[src/rtl/regfile_dump_reader_if.sv]
// regfile_dump_reader_if: groups the dump request, register-file read port and output word channel
// master: the requester/consumer/register-file side; slave: the dump reader itself
// start/abort/first_reg/last_reg    : dump request and range
// rf_read_reg/rf_read_data          : combinational register-file read port
// out_valid/out_ready/out_data/out_index : dumped word handshake
// busy/done/error                   : status
interface regfile_dump_reader_if #(parameter int DATA_W = 32);
    logic              start;
    logic              abort;
    logic [4:0]        first_reg;
    logic [4:0]        last_reg;
    logic [4:0]        rf_read_reg;
    logic [DATA_W-1:0] rf_read_data;
    logic              out_valid;
    logic              out_ready;
    logic [DATA_W-1:0] out_data;
    logic [4:0]        out_index;
    logic              busy;
    logic              done;
    logic              error;
    modport master (
        output start, abort, first_reg, last_reg, rf_read_data, out_ready,
        input  rf_read_reg, out_valid, out_data, out_index, busy, done, error
    );
    modport slave (
        input  start, abort, first_reg, last_reg, rf_read_data, out_ready,
        output rf_read_reg, out_valid, out_data, out_index, busy, done, error
    );
endinterface

[src/rtl/regfile_dump_reader.sv]
// regfile_dump_reader: streams registers first_reg..last_reg out of a register file, one word per handshake
// clk   : rising-edge clock
// reset : asynchronous active-low reset
// bus   : regfile_dump_reader_if.slave (request, register-file read port, output word channel, status)
// Optional build macro DUMP_SKIP_X0_EN: never emit index 0 (x0 is skipped without a word)
module regfile_dump_reader #(
    parameter int NUM_REGS = 32,
    parameter int DATA_W   = 32
) (
    input logic clk,
    input logic reset,
    regfile_dump_reader_if.slave bus
);
    typedef enum logic [1:0] {IDLE, READ, HOLD, DONE} state_t;
    state_t state, state_nx;
    logic [4:0]        idx, end_idx, index_q, start_idx;
    logic [DATA_W-1:0] data_q;
    logic              valid_q, error_q, range_ok, accept, hs, empty;
    assign range_ok = bus.first_reg <= bus.last_reg && int'(bus.last_reg) < NUM_REGS;
    assign accept   = state == IDLE && bus.start && range_ok;
    assign hs       = valid_q && bus.out_ready;
`ifdef DUMP_SKIP_X0_EN
    // x0 is stepped over at acceptance; idx+1 can never return to 0, so this is the only place it matters
    assign start_idx = bus.first_reg == 5'd0 ? 5'd1 : bus.first_reg;
    assign empty     = bus.first_reg == 5'd0 && bus.last_reg == 5'd0;
`else
    assign start_idx = bus.first_reg;
    assign empty     = 1'b0;
`endif
    always_ff @(posedge clk or negedge reset)
        if (!reset) state <= IDLE;
        else        state <= state_nx;
    always_comb begin
        state_nx = state;
        case (state)
            IDLE: if (accept) state_nx = empty ? DONE : READ;
            READ: state_nx = bus.abort ? DONE : HOLD;
            HOLD: if (bus.abort) state_nx = DONE;
                  else if (hs) state_nx = idx == end_idx ? DONE : READ;
            DONE: state_nx = IDLE;
            default: state_nx = IDLE;
        endcase
    end
    always_ff @(posedge clk or negedge reset) begin
        if (!reset) begin
            idx     <= '0;
            end_idx <= '0;
            data_q  <= '0;
            index_q <= '0;
            valid_q <= 1'b0;
            error_q <= 1'b0;
        end else begin
            error_q <= state == IDLE && bus.start && !range_ok;
            if (accept) end_idx <= bus.last_reg;
            if (accept && !empty) idx <= start_idx;
            if (state == READ && !bus.abort) begin
                data_q  <= bus.rf_read_data;
                index_q <= idx;
            end
            // abort wins over a simultaneous handshake and drops the word
            valid_q <= (state == READ && !bus.abort) || (state == HOLD && !bus.abort && !hs);
            if (state == HOLD && !bus.abort && hs && idx != end_idx) idx <= idx + 5'd1;
        end
    end
    assign bus.rf_read_reg = state == READ ? idx : 5'd0;
    assign bus.out_valid   = valid_q;
    assign bus.out_data    = data_q;
    assign bus.out_index   = index_q;
    assign bus.busy        = state != IDLE;
    assign bus.done        = state == DONE;
    assign bus.error       = error_q;
endmodule
[src/flat_wrapper.sv]
// flat-port wrapper written by rule: the top's interface ports become plain ports
module regfile_dump_reader_flat 
#(
    parameter int NUM_REGS = 32,
    parameter int DATA_W   = 32
)
  (clk, reset, bus_start, bus_abort, bus_first_reg, bus_last_reg, bus_rf_read_data, bus_out_ready, bus_rf_read_reg, bus_out_valid, bus_out_data, bus_out_index, bus_busy, bus_done, bus_error);
  regfile_dump_reader_if #(.DATA_W(DATA_W)) bus_i ();
  input logic clk;
  input logic reset;
  input wire logic [$bits(bus_i.start)-1:0] bus_start;
  input wire logic [$bits(bus_i.abort)-1:0] bus_abort;
  input wire logic [$bits(bus_i.first_reg)-1:0] bus_first_reg;
  input wire logic [$bits(bus_i.last_reg)-1:0] bus_last_reg;
  input wire logic [$bits(bus_i.rf_read_data)-1:0] bus_rf_read_data;
  input wire logic [$bits(bus_i.out_ready)-1:0] bus_out_ready;
  output wire logic [$bits(bus_i.rf_read_reg)-1:0] bus_rf_read_reg;
  output wire logic [$bits(bus_i.out_valid)-1:0] bus_out_valid;
  output wire logic [$bits(bus_i.out_data)-1:0] bus_out_data;
  output wire logic [$bits(bus_i.out_index)-1:0] bus_out_index;
  output wire logic [$bits(bus_i.busy)-1:0] bus_busy;
  output wire logic [$bits(bus_i.done)-1:0] bus_done;
  output wire logic [$bits(bus_i.error)-1:0] bus_error;
  assign bus_i.start = bus_start;
  assign bus_i.abort = bus_abort;
  assign bus_i.first_reg = bus_first_reg;
  assign bus_i.last_reg = bus_last_reg;
  assign bus_i.rf_read_data = bus_rf_read_data;
  assign bus_i.out_ready = bus_out_ready;
  assign bus_rf_read_reg = bus_i.rf_read_reg;
  assign bus_out_valid = bus_i.out_valid;
  assign bus_out_data = bus_i.out_data;
  assign bus_out_index = bus_i.out_index;
  assign bus_busy = bus_i.busy;
  assign bus_done = bus_i.done;
  assign bus_error = bus_i.error;
  regfile_dump_reader #(.NUM_REGS(NUM_REGS), .DATA_W(DATA_W)) u_core (.clk(clk), .reset(reset), .bus(bus_i));
endmodule
[config.mk]
export PLATFORM = sky130hd
export DESIGN_NAME = regfile_dump_reader_flat
export DESIGN_NICKNAME = d
export VERILOG_FILES = /design/src/rtl/regfile_dump_reader_if.sv /design/src/rtl/regfile_dump_reader.sv /design/src/flat_wrapper.sv
export SDC_FILE = /design/constraint.sdc
export NUM_CORES = 1
export LEC_CHECK = 0
export ABC_AREA = 1
export ABC_CLOCK_PERIOD_IN_PS = 1150
export CELL_PAD_IN_SITES_DETAIL_PLACEMENT = 0
export CELL_PAD_IN_SITES_GLOBAL_PLACEMENT = 1
export CORE_MARGIN = 4
export CORE_UTILIZATION = 29
export CTS_CLUSTER_DIAMETER = 120
export CTS_CLUSTER_SIZE = 10
export DETAILED_ROUTE_END_ITERATION = 6
export PLACE_DENSITY = 0.86
export RECOVER_POWER = 50
export SETUP_SLACK_MARGIN = 0.3
export SYNTH_ARGS = -nofsm -noshare
export SYNTH_HDL_FRONTEND = slang
export SYNTH_SLANG_ARGS = --single-unit
export TNS_END_PERCENT = 20
[constraint.sdc]
create_clock -name clk -period 1.15 [get_ports clk]
set_input_delay 0.2875 -clock clk [delete_from_list [all_inputs] [get_ports clk]]
set_output_delay 0.2875 -clock clk [all_outputs]
set_load 0.1 [all_outputs]
Yosys cells after proc, flatten, opt, wreduce, memory -nomap -nowiden
Cells that the tools add are included.

Register bits: 51. Bits of input ports: 47. Output and inout bits: 46. Logic and storage cells: 42.

Add/sub/neg operators: 1. Magnitude comparators: 1. Equality and inequality tests: 7. Multiplexer cells: 9. Reduce and logical (&&, ||, !) cells: 17.

Operators with widths (number): $mux 5 (3); $logic_and 1x1->1 (9); $mux 2 (4); $pmux 2 s4 (1); $add 5x1->5 const B (1); $eq 5x5->1 (1); $le 5x5->1 (1); $ne 5x5->1 (1); $eq 2x2->1 const B (2); $reduce_bool 2->1 (2); $logic_not 1->1 (3); $ne 3x2->1 const B (1); $eq 2x1->1 const B (1); $logic_not 2->1 (1); $ne 2x1->1 const B (1); $reduce_and 2->1 (1); $logic_or 1x1->1 (1); $mux 1 (1).

Depth between registers and ports, before layout
Gate-level depths: netlist (run 1).

Depth in word-level cells: 5. Depth in mapped cells: 12. Mapped depth without buffers: 12.

Worst setup path after synthesis (run 1)
OpenSTA, ideal clock, no wires.

Path type: register to output. Start: reg u_core.state[1]. End: out bus_rf_read_reg[0]. Data arrival time: 1.890 ns. Required time: 0.863 ns. Path slack: -1.028 ns. Stages on the path, launching flop included: 4. Buffers on the path: 0. Path through: dfrtp_1 > nor2_2 > inv_1 > nor2_1.

Word-level cells in the longest chain between the ends: 2.

RTL lines: start, declared (RTL line regfile_dump_reader.sv:15) `state_t state, state_nx;`; start signal, assigned (RTL line regfile_dump_reader.sv:32) `else state <= state_nx;`; $eq 2x1->1 (RTL line regfile_dump_reader.sv:65) `assign bus.rf_read_reg = state == READ ? idx : 5'd0;`; $mux 5 (RTL line regfile_dump_reader.sv:65); end, declared (RTL line flat_wrapper.sv:17) `output wire logic [$bits(bus_i.rf_read_reg)-1:0] bus_rf_read_reg;`.

No other way between the ends.

Worst setup path after layout (run 1)
Start: reg u_core.state[0]. End: out bus_rf_read_reg[0].

The elaborated chain is that of the path after synthesis.

==> impl_metrics.csv, run 1 <==
group,metric,value,unit
floorplanning,initial_core_util,0.302,
clock_tree,cts_buffer_depth,2,
yosys,ys_ff_latch,51,
drt,vias,2019,
yosys,syn-instance-count,223,
floorplanning,die_w,98.4,um
yosys,synth_nets,276,
drt,drc,0,
grt,gr-total-overflow,0,
place,dp_hpwl,5120,um
clock_tree,clk_pin_slew,0.09,ns
layout,final_area,0.00462,mm2
layout,fillCellCount,654,
layout,areaGrowthSynthToFinish,94.9,%
setup_path,end_kind,"primary output",
layout,final_cells,466,
clock_tree,clkSinkCount,51,
floorplanning,num_rows,32,
place,dp_cells,446,
drt,antenna_left,0,
setup_path,cp.arrival,1.30,ns
clock_tree,cts_buffers,5,
min_path,hold_class,"primary input to flop",
clock_tree,clock_latency,0.30,ns
setup_path,worst_setup_path_start_kind,"flop",
sta,hold_violations,0,
place,gp_congestion,0.764,
grt,grt_max_degree,30,
grt,antenna_found_initial,0,
sta,relSlewSlack,0.667,
clock_tree,cts-htree-levels,2,
drt,routed_via_density,4.33,
floorplanning,die_area,0.00968,mm2
drt,dr.first_iter.drc_count,35,
floorplanning,ios,93,
sta,fin_ws,-0.435,ns
floorplanning,coreArea,0.00785,mm2
sta,fin_crit,1.58,ns
setup_path,path_class,"flop to primary output",
yosys,synth_warnings,0,
setup_path,required,0.86,ns
layout,post-route-util,0.588,
run_status,violations,"setup timing",
grt,grt_usage,0.134,
sta,clock.fmax,631,MHz
run_status,status,"finished with violations",
yosys,syn_area,0.00237,mm2
yosys,yosysSeqAreaShare,0.539,
place,place_area,0.00430,mm2
sta,finalMaxSlewViolations,0,
layout,nets,417,
layout,final_cell_mix,"buf_12 (49), dfrtp_1 (49), nand2_1 (39)",
clock_tree,root_buffer,"clkbuf_8",
sta,finClkSkew,0.00306,ns
yosys,synth.distinct_cells,23,
drt,first_pass_iters,4,
grt,grt_pass1_wl,10500,um
grt,grt_pass1_vias,2154,
floorplanning,die-height,98.4,um
sta,rsz0062_at_grt,"yes",
sta,period_share,1.38,
drt,wl_per_cell,14.2,um
place,port_buffers,92,
run,max_cap_violations,0,
yosys,synth_area_per_cell,10.6,um2
sta,whs,0.229,ns
layout,diodes,0,
sta,setup_viol,96,
drt,wl,6620,um
layout,layout-drive-gt1-share,0.511,
setup_path,crit_fanout,6,
sta,tightest_slew,0.499,ns
clock_tree,cts_tree,"done",
==> cell families (layout without fill, tap and decap cells) <==
family                   Yosys count  in the layout  share of synthesized area
AO/OA/AOI/OAI                     14             14                     0.0296
adder cells (fa/ha/maj)            6              6                     0.0317
XOR/XNOR                           6              6                     0.0222
AND/OR/NAND/NOR                   82             82                      0.162
multiplexers                      32             32                      0.152
flip-flops                        51             51                      0.539
buffers and inverters             32            173                     0.0639
==> what timing repair did <==
item / CTS / global route
hold buffers: 1 / 0
cloned: 0 / 2
setup buffers: 7 / 3
endpoints found under the setup margin: 97 / 126
endpoints found under the hold margin: 7 / 0
gates resized for setup: 60 / 17
pin swaps: 15 / 6
==> cell type report <==
cell class,count,area (um2),share of cell area
Clock inverter,2,37.5,0.00813
Sequential cell,51,1280,0.277
Clock buffer,5,68.8,0.0149
Timing Repair Buffer,139,1830,0.396
Tap cell,102,128,0.0276
Inverter,27,131,0.0284
Multi-Input combinational cell,140,1140,0.248
==> final timing paths <==
path / cells past startpoint / end / slack [ns] / from
hold reg to reg: 2 / u_core.end_idx[1] / 0.53 / u_core.end_idx[1]
setup / recovery: 5 / bus_rf_read_reg[0] / -0.43 / u_core.state[0]
hold / removal: 3 / u_core.end_idx[2] / 0.23 / bus_last_reg[2]
max in group asynchronous: 3 / u_core.bus.out_valid / 0.10 / reset
min in group asynchronous: 2 / u_core.bus.out_data[8] / 0.45 / reset
setup reg to reg: 10 / u_core.idx[0] / -0.32 / u_core.state[1]
==> cells in the mapped netlist <==
cell	instances	share of area
nor2_1	10	0.016
nand2_2	2	0.0053
ha_1	6	0.032
a21oi_1	3	0.0063
o21ai_0	11	0.023
clkbuf_1	1	0.0016
mux2_2	28	0.13
buf_6	3	0.014
buf_4	1	0.0032
inv_1	25	0.040
nand3_1	12	0.025
nor2_2	1	0.0026
dfrtp_1	51	0.54
xor2_1	4	0.015
mux2_1	4	0.019
nor2_4	2	0.0095
inv_2	1	0.0016
nand2_4	3	0.014
xnor2_1	2	0.0074
nand2_1	50	0.079
and2_1	1	0.0026
clkinv_4	1	0.0037
nand3_4	1	0.0074
==> worst max-delay path: stages, from the launching register on <==
cell and delay (ns):
dfrtp_1 0.40, inv_2 0.06, nor2_4 0.15, inv_6 0.08, nor2_4 0.12, buf_12 0.18
==> state kept, by name, summed over array words and instances (netlist names) <==
name                  cells
u_core.bus.error          1
u_core.bus.out_data      32
u_core.bus.out_index      5
u_core.bus.out_valid      1
u_core.end_idx            5
u_core.idx                5
u_core.state              2
==> per-layer routing <==
metal	global-route usage	up-vias	wire (um)
li1	-	993	-
met1	0.165	941	2830
met2	0.235	78	3300
met3	0.0357	7	427
met4	0.0315	0	69
met5	0	-	0
==> per-stage QoR <==
stage,setup slack [ns],TNS (ns)
after detailed placement,-0.954,-29.88
after floorplan,-0.287,-8.67
final,-0.435,-16.15
after global placement,-0.913,-29.08
after global routing,-0.509,-22.22
after CTS,-0.429,-15.69
Power of run 1 is not shown: default switching activity piles up to over one toggle a cycle in this logic, so the estimate is an artifact.
==> inputs of run 2 (changes only) <==
--- a/config.mk
+++ b/config.mk
@@ -5,17 +5,17 @@
 export SDC_FILE = /design/constraint.sdc
 export NUM_CORES = 1
 export LEC_CHECK = 0
-export ABC_AREA = 1
 export ABC_CLOCK_PERIOD_IN_PS = 1150
 export CELL_PAD_IN_SITES_DETAIL_PLACEMENT = 0
 export CELL_PAD_IN_SITES_GLOBAL_PLACEMENT = 1
 export CORE_MARGIN = 4
-export CORE_UTILIZATION = 29
+export CORE_UTILIZATION = 30
 export CTS_CLUSTER_DIAMETER = 120
 export CTS_CLUSTER_SIZE = 10
 export DETAILED_ROUTE_END_ITERATION = 6
-export PLACE_DENSITY = 0.86
+export PLACE_DENSITY = 0.87
 export RECOVER_POWER = 50
+export REMOVE_ABC_BUFFERS = 1
 export SETUP_SLACK_MARGIN = 0.3
 export SYNTH_ARGS = -nofsm -noshare
 export SYNTH_HDL_FRONTEND = slang
==> impl_metrics.csv, run 2 <==
group,metric,value,unit
yosys,synth_adder_area_share,0.0330,
clock_tree,cts_buffers,5,
drt,antenna_left,0,
setup_path,timing.rr.start,"u_core.idx[4]",
sta,rsz0062_at_grt,"yes",
yosys,synth-edff-count,0,
floorplanning,die_area,0.00903,mm2
sta,tns,-25.17,ns
yosys,syn_area,0.00227,mm2
run,max_cap_violations,0,
yosys,synth_top_family_by_area,"multiplexers",
yosys,synthArstFlopShare,1.00,
drt,first_pass_iters,4,
setup_path,path_class,"flop to flop",
drt,drc,0,
drt,dr.first_iter.drc_count,67,
run_status,violations,"setup timing",
yosys,synth-simple-area-share,0.0738,
setup_path,cp_cell_sequence,"xnor2_1, nand3_2, o31a_1, mux2_4, o221a_1",
yosys,synthTopCellsByCount,"dfrtp_1 (51), mux2_2 (43), inv_1 (9), ha_1 (6)",
run_status,status,"finished with violations",
layout,fillCellCount,594,
sta,finalMaxSlewViolations,0,
layout,largest_reg_flops,32,
sta,clock.fmax,594,MHz
sta,finClkSkew,0.00423,ns
yosys,yosysTopAreaCellShare,0.562,
sta,tightest_slew,0.475,ns
drt,vias,1797,
drt,routed_via_density,4.54,
layout,diodes,0,
floorplanning,initial_core_util,0.312,
yosys,muxShareOfSynthArea,0.229,
clock_tree,clkSinkCount,51,
sta,setup_viol,95,
setup_path,worstRegToRegCells,5,
sta,fin_ws,-0.532,ns
yosys,synth.distinct_cells,34,
yosys,ys_ff_latch,51,
layout,nets,350,
yosys,synth_area_per_cell,13.4,um2
min_path,hold_class,"primary input to flop",
drt,wl,6020,um
yosys,synthXorXnorAreaFrac,0.0226,
grt,grt_max_degree,52,
setup_path,cp_slowest_cell,"dfrtp_1",
setup_path,crit_fanout,4,
setup_path,reg2reg_setup_slack,-0.53,ns
yosys,synth_flop_cell,"dfrtp_1",
floorplanning,die-height,95.0,um
yosys,yosys.cell_count.top_type,"dfrtp_1",
clock_tree,cts-htree-levels,2,
layout,layout-drive-gt1-share,0.566,
setup_path,crit_family,"compound AO/OA/AOI/OAI gates",
setup_path,path_buf_inv,0,
layout,final_common_cell,"dfrtp_1",
sta,period_share,1.46,
setup_path,cp.arrival,1.86,ns
place,port_buffers,92,
yosys,synth_area_leaders,"dfrtp_1 (56%), mux2_2 (21%), ha_1 (3.3%), inv_1 (1.5%), a21oi_1 (1.1%)",
grt,antenna_found_initial,0,
place,dp_cells,385,
setup_path,worstSetupEndpoint,"u_core.idx[4]",
clock_tree,cts_buffer_depth,2,
clock_tree,clk_pin_slew,0.09,ns
floorplanning,coreArea,0.00729,mm2
grt,grt_pass1_vias,1971,
floorplanning,num_rows,31,
grt,grt_pass1_wl,9740,um
yosys,yosysSeqAreaShare,0.562,
layout,final_cell_mix,"dfrtp_1 (51), buf_12 (47), mux2_2 (37)",
place,dp_hpwl,4600,um
setup_path,r2r_end,"u_core.idx[4]",
yosys,synth_warnings,0,
layout,areaGrowthSynthToFinish,89.9,%
yosys,yosys.area.top_type,"dfrtp_1",
yosys,syn-instance-count,169,
sta,hold_violations,0,
clock_tree,cts_tree,"done",
setup_path,crit_cells,5,
setup_path,critical_path.startpoint,"u_core.idx[4]",
setup_path,end_kind,"flop",
sta,relSlewSlack,0.684,
clock_tree,clock_latency,0.29,ns
sta,whs,0.228,ns
grt,grt_usage,0.139,
place,pre_cts_slack,-1.23,ns
place,gp_congestion,0.822,
sta,fin_crit,1.68,ns
floorplanning,die_w,95.0,um
drt,wl_per_cell,15.2,um
setup_path,worst_setup_path_start_kind,"flop",
setup_path,critPathMaxStageDelay,0.41,ns
clock_tree,root_buffer,"clkbuf_8",
setup_path,required,1.33,ns
grt,gr-total-overflow,0,
yosys,synth_compound_area_frac,0.0518,
floorplanning,ios,93,
layout,final_cells,396,
[run 2: changes by cell type after synthesis, sizes merged, moves of 9 or more]
cell	previous run	this run
inv	26	9
mux2	32	44
nand2	55	5
nand3	13	3
nor2	13	4
o21ai	11	2
[run 2: worst min path at each step]
stage                    start  cells after the start  slack, ns                end
2_1_floorplan            reset                      0     -0.008   u_core.bus.error
3_3_place_gp             reset                      2       0.30  u_core.end_idx[1]
3_5_place_dp             reset                      2       0.31  u_core.end_idx[1]
4_1_cts        bus_last_reg[3]                      2       0.24  u_core.end_idx[3]
5_1_grt        bus_last_reg[2]                      2       0.21  u_core.end_idx[2]
6_report       bus_last_reg[3]                      2       0.23  u_core.end_idx[3]
[run 2: kinds of logic (layout without fill, tap and decap cells)]
family	count (synthesis)	after routing
mux	46	46
flops	51	51
xor+xnor	5	5
compound gates	16	16
simple gates	31	31
buf+inv	14	142
fa+ha+maj	6	6
[run 2: cell type report]
class	count	area, um2	area share
flip-flops and latches	51	1280	0.296
clock buffers	6	72.6	0.0168
inverters	9	36.3	0.00841
clock inverters	1	30.0	0.00696
repair buffers	126	1670	0.387
well taps	99	124	0.0287
multi-input cells	104	1100	0.256
[run 2: repair_timing]
| item | CTS | global route |
|---|---|---|
| buffers inserted | 3 | 0 |
| pin swaps | 22 | 5 |
| endpoints found under the hold margin | 51 | 0 |
| hold buffers | 1 | 0 |
| setup endpoints to repair | 97 | 97 |
| resized for setup | 68 | 20 |
[run 2: metal layers]
metal	track usage	share of wire	vias up
met3	0.0371	0.052	4
met4	0.0349	0.011	0
met1	0.162	0.37	888
li1	-	-	857
met5	0	0	-
met2	0.252	0.56	48
[run 2: per-stage QoR]
step / utilization / instance area (um2)
6_report: 0.592 / 4310
5_1_grt: 0.592 / 4310
4_1_cts: 0.582 / 4240
3_5_place_dp: 0.548 / 4000
3_3_place_gp: 0.548 / 4000
2_1_floorplan: - / 2240
Power of run 2 is left out for the same reason.
